==> config.mk <==
export PLATFORM = sky130hd
export DESIGN_NAME = memory_dumper
export DESIGN_NICKNAME = d
export VERILOG_FILES = /design/src/rtl/memory_dumper.sv
export SDC_FILE = /design/constraint.sdc
export NUM_CORES = 1
export LEC_CHECK = 0
export ABC_AREA = 1
export CAP_MARGIN = 25
export CORE_ASPECT_RATIO = 0.75
export CORE_MARGIN = 2
export CORE_UTILIZATION = 50
export CTS_CLUSTER_SIZE = 24
export DETAILED_ROUTE_END_ITERATION = 6
export GPL_TIMING_DRIVEN = 1
export PLACE_DENSITY = 0.86
export SLEW_MARGIN = 20
export SYNTH_ARGS = -nofsm -noshare
export SYNTH_HDL_FRONTEND = slang
export SYNTH_SLANG_ARGS = --single-unit
==> constraint.sdc <==
create_clock -name clock -period 3.6 [get_ports clock]
set_clock_uncertainty 0.1 [all_clocks]
set_input_delay 0.72 -clock clock [delete_from_list [all_inputs] [get_ports clock]]
set_output_delay 0.72 -clock clock [all_outputs]
set_load 0.1 [all_outputs]
==> src/rtl/memory_dumper.sv <==
// Walks a ternary-addressed RAM region after CPU halt and streams each word
// out over valid/ready, flagging any invalid (2'b11) trit it encounters.
module memory_dumper #(
  parameter int unsigned WORD_SIZE     = 9,
  parameter int unsigned MEM_ADDR_SIZE = 4,
  parameter int unsigned CNT_W         = 8
) (
  input  logic                         clock,
  input  logic                         reset,
  input  logic                         start_dump,
  input  logic [2*MEM_ADDR_SIZE-1:0]   base_addr,
  input  logic [CNT_W-1:0]             word_count,
  output logic [2*MEM_ADDR_SIZE-1:0]   mem_address,
  output logic                         mem_read,
  input  logic [2*WORD_SIZE-1:0]       mem_read_data,
  output logic [2*WORD_SIZE-1:0]       out_data,
  output logic                         out_valid,
  input  logic                         out_ready,
  output logic                         out_last,
  output logic                         busy,
  output logic                         done,
  output logic                         error
);

  localparam int unsigned DW = 2 * WORD_SIZE;
  localparam int unsigned AW = 2 * MEM_ADDR_SIZE;

  typedef enum logic [2:0] {
    S_IDLE,
    S_READ,
    S_WAIT,
    S_SEND,
    S_DONE
  } state_t;

  state_t           state, state_n;
  logic [AW-1:0]    addr, addr_n;
  logic [CNT_W-1:0] remaining, remaining_n;
  logic [DW-1:0]    data_n;
  logic             valid_n, last_n, error_n;

  function automatic logic addr_invalid(input logic [AW-1:0] a);
    logic bad;
    bad = 1'b0;
    for (int unsigned i = 0; i < MEM_ADDR_SIZE; i++)
      if (a[2*i +: 2] == 2'b11) bad = 1'b1;
    return bad;
  endfunction

  function automatic logic word_invalid(input logic [DW-1:0] w);
    logic bad;
    bad = 1'b0;
    for (int unsigned i = 0; i < WORD_SIZE; i++)
      if (w[2*i +: 2] == 2'b11) bad = 1'b1;
    return bad;
  endfunction

  // Ripple-carry ternary increment; all-2s wraps to all-0s.
  function automatic logic [AW-1:0] tern_inc(input logic [AW-1:0] a);
    logic [AW-1:0] r;
    logic          carry;
    logic [1:0]    t;
    r     = a;
    carry = 1'b1;
    for (int unsigned i = 0; i < MEM_ADDR_SIZE; i++) begin
      t = a[2*i +: 2];
      if (carry) begin
        if (t == 2'b10) begin
          r[2*i +: 2] = 2'b00;
        end else begin
          r[2*i +: 2] = t + 2'd1;
          carry       = 1'b0;
        end
      end
    end
    return r;
  endfunction

  always_ff @(posedge clock or posedge reset) begin
    if (reset) begin
      state     <= S_IDLE;
      addr      <= '0;
      remaining <= '0;
      out_data  <= '0;
      out_valid <= 1'b0;
      out_last  <= 1'b0;
      error     <= 1'b0;
    end else begin
      state     <= state_n;
      addr      <= addr_n;
      remaining <= remaining_n;
      out_data  <= data_n;
      out_valid <= valid_n;
      out_last  <= last_n;
      error     <= error_n;
    end
  end

  always_comb begin
    state_n     = state;
    addr_n      = addr;
    remaining_n = remaining;
    data_n      = out_data;
    valid_n     = out_valid;
    last_n      = out_last;
    error_n     = error;
    case (state)
      S_IDLE: begin
        if (start_dump) begin
          addr_n      = base_addr;
          remaining_n = word_count;
          error_n     = 1'b0;
          if (word_count == CNT_W'(0)) begin
            state_n = S_DONE;
          end else if (addr_invalid(base_addr)) begin
            error_n = 1'b1;
            state_n = S_DONE;
          end else begin
            state_n = S_READ;
          end
        end
      end
      S_READ: state_n = S_WAIT;
      S_WAIT: begin
        // Read data arrives this cycle; corrupt words are still forwarded.
        data_n      = mem_read_data;
        valid_n     = 1'b1;
        last_n      = (remaining == CNT_W'(1));
        if (word_invalid(mem_read_data)) error_n = 1'b1;
        addr_n      = tern_inc(addr);
        remaining_n = remaining - CNT_W'(1);
        state_n     = S_SEND;
      end
      S_SEND: begin
        if (out_ready) begin
          valid_n = 1'b0;
          last_n  = 1'b0;
          state_n = (remaining == CNT_W'(0)) ? S_DONE : S_READ;
        end
      end
      S_DONE:  state_n = S_IDLE;
      default: state_n = S_IDLE;
    endcase
  end

  // State-decoded outputs.
  assign mem_address = addr;
  assign mem_read    = (state == S_READ);
  assign busy        = (state != S_IDLE);
  assign done        = (state == S_DONE);

endmodule
==> flow_metrics.env <==
export IMPL_outcome="completed"
export IMPL_grt_usage_pct=23.4
export IMPL_avgSynthCellArea_um2=7.32
export IMPL_crit_chain="clkdlybuf4s50_1"
export IMPL_yosys_warnings=0
export IMPL_hold_path_class="register to register"
export IMPL_routedWlPerCell_um=12.5
export IMPL_grt_antenna_before_repair=0
export IMPL_vias=2100
export IMPL_min_period_over_period_pct=75.3
export IMPL_wirelength_um=5250
export IMPL_rr_startpoint="state[2]"
export IMPL_drive_gt1_share_pct=7.40
export IMPL_syn_inst=294
export IMPL_cts_made_buffers=5
export IMPL_clk_latency_ns=0.29
export IMPL_cp_startpoint="mem_address[2]"
export IMPL_critical_path_class="register to primary output"
export IMPL_antenna_cells=0
export IMPL_syn_area_um2=2150
export IMPL_max_cap_violations=0
export IMPL_hold_violations=0
export IMPL_ys_seq_elements=40
export IMPL_worstReg2RegEnd="remaining[6]"
export IMPL_io_pins=70
export IMPL_grt_max_degree=45
export IMPL_firstDrtPassIters=4
export IMPL_die_h_um=60.8
export IMPL_die_x_um=79.8
export IMPL_worstPathRequired_ns=2.78
export IMPL_root_buffer="clkbuf_8"
export IMPL_first_iter_violations=72
export IMPL_finalSetupViolations=0
export IMPL_tritoncts="done"
export IMPL_syn_nets=335
export IMPL_reg2reg_slack_ns=1.67
export IMPL_nets=405
export IMPL_maxSlewHeadroom_pct=33.3
export IMPL_worst_path_stages=1
export IMPL_clock_sinks=40
export IMPL_cts_hold_buf=0
export IMPL_synth_cell_types=26
export IMPL_max_freq_mhz=369
export IMPL_min_period_ns=2.71
export IMPL_htreeDepth=2
export IMPL_crit_family="buffers and inverters"
export IMPL_cp_end_kind="primary output"
export IMPL_grt_pass1_wl_um=8710
export IMPL_die_area_um2=4850
export IMPL_cp_data_arrival_time_ns=1.89
export IMPL_cp_max_fo=5
export IMPL_drc=0
export IMPL_start_util_pct=52.5
export IMPL_slew_violations=0
export IMPL_via_per_inst=5.00
export IMPL_post_cts_buffers=0
export IMPL_final_antenna_net_count=0
export IMPL_hpwl_um=3930
export IMPL_place_congestion=0.859
export IMPL_min_delay_start="out_data[0]"
export IMPL_syn2layout_area_growth_pct=37.1
export IMPL_synth_seq_area_share_pct=46.5
export IMPL_grt_pass1_vias=2039
export IMPL_gr_total_overflow=0
export IMPL_cts_resized=0
export IMPL_clk_pin_slew_worst_paths_ns=0.08
export IMPL_rsz0062_at_grt="false"
export IMPL_core_area_um2=4100
export IMPL_clock_path_buffers=2
export IMPL_rr_worst_depth=7
export IMPL_path_buf_inv=1
export IMPL_dpl_cell_count=412
export IMPL_io_buffers=69
export IMPL_cpPeakStageDelay_ns=1.16
export IMPL_fin_setup_tns_ns=0
export IMPL_tightest_slew_ns=0.997
export IMPL_post_route_util_pct=71.9
export IMPL_instances_no_fill=420
export IMPL_crit_path_end="mem_address[2]"
export IMPL_rows=20
export IMPL_crit_slowest_cell="clkdlybuf4s50_1"
export IMPL_start_kind="register"
-- flip-flops by register name (all words and copies together), names as in the netlist --
signal / cells
out_data: 18
mem_address: 8
remaining: 8
state: 3
error: 1
out_last: 1
out_valid: 1
-- cells by family (layout without fill, tap and decap cells) --
kind of cell	after synthesis	after routing	synth area share, %
AND/OR/NAND/NOR	183	183	35.8
flip-flops	40	40	46.5
AO/OA/AOI/OAI	34	34	8.48
buffers and inverters	34	105	7.49
adder cells (fa/ha/maj)	3	3	1.74
-- through the flow --
stage          hold WS (ns)  setup WS [ns]  instance area, um2
6_report              0.381          0.890                2950
5_1_grt               0.405          0.864                2950
4_1_cts               0.384          0.886                2950
3_5_place_dp          0.365           1.24                2850
3_3_place_gp          0.361           1.26                2850
2_1_floorplan         0.365          0.236                2150
-- synthesized netlist by cell type, drive strengths merged --
library cell    n  area, um2
nand2         133        524
o22ai           2       12.5
a21oi           3       15.0
o21ai          25        125
nand4           3       18.8
a21boi          1       7.51
inv            26       97.6
o31ai           2       15.0
nand3          15       80.1
buf             8       63.8
dfrtp          40       1000
o211ai          1       7.51
nor3            3       15.0
ha              3       37.5
and3            1       6.26
nor2           27        119
nand3b          1       7.51
-- per-layer routing --
metal  up-vias  wire [um]  part of all wire, %  GRT usage, %
li1       1061          -                    -             -
met1       957       2380                   45          30.6
met2        74       2420                   46          39.3
met3         8        362                  6.9          5.06
met4         0         85                  1.6          8.72
met5         -          0                    0             0
-- final cells by class --
type                            instances  area (um2)
Clock buffer                            6        82.6
Inverter                               26        97.6
Clock inverter                          2        15.0
Multi-Input combinational cell        220         991
Fill cell                             337        1150
Tap cell                               55        68.8
Timing Repair Buffer                   71         696
Sequential cell                        40        1000
-- placed cells by master, fill, tap and decap left out, types with 5 or more instances in the layout --
| cell type | instances |
|---|---|
| nand2_1 | 129 |
| clkdlybuf4s50_1 | 65 |
| dfrtp_1 | 40 |
| nor2_1 | 24 |
| inv_1 | 21 |
| o21ai_0 | 17 |
| nand3_1 | 14 |
| o21ai_1 | 8 |
| clkbuf_8 | 6 |
| buf_4 | 6 |
| inv_2 | 5 |
-- worst min-delay path by stage --
stage	end	depth (start not counted)
after floorplan	remaining[7]	2
after global placement	out_data[1]	2
after detailed placement	out_data[7]	2
after CTS	out_data[0]	2
after global routing	out_data[0]	2
final	out_data[0]	2
Power is left out: the tool's default activity adds up to more than one toggle a clock period on the data nets, which glitch-free logic cannot reach.
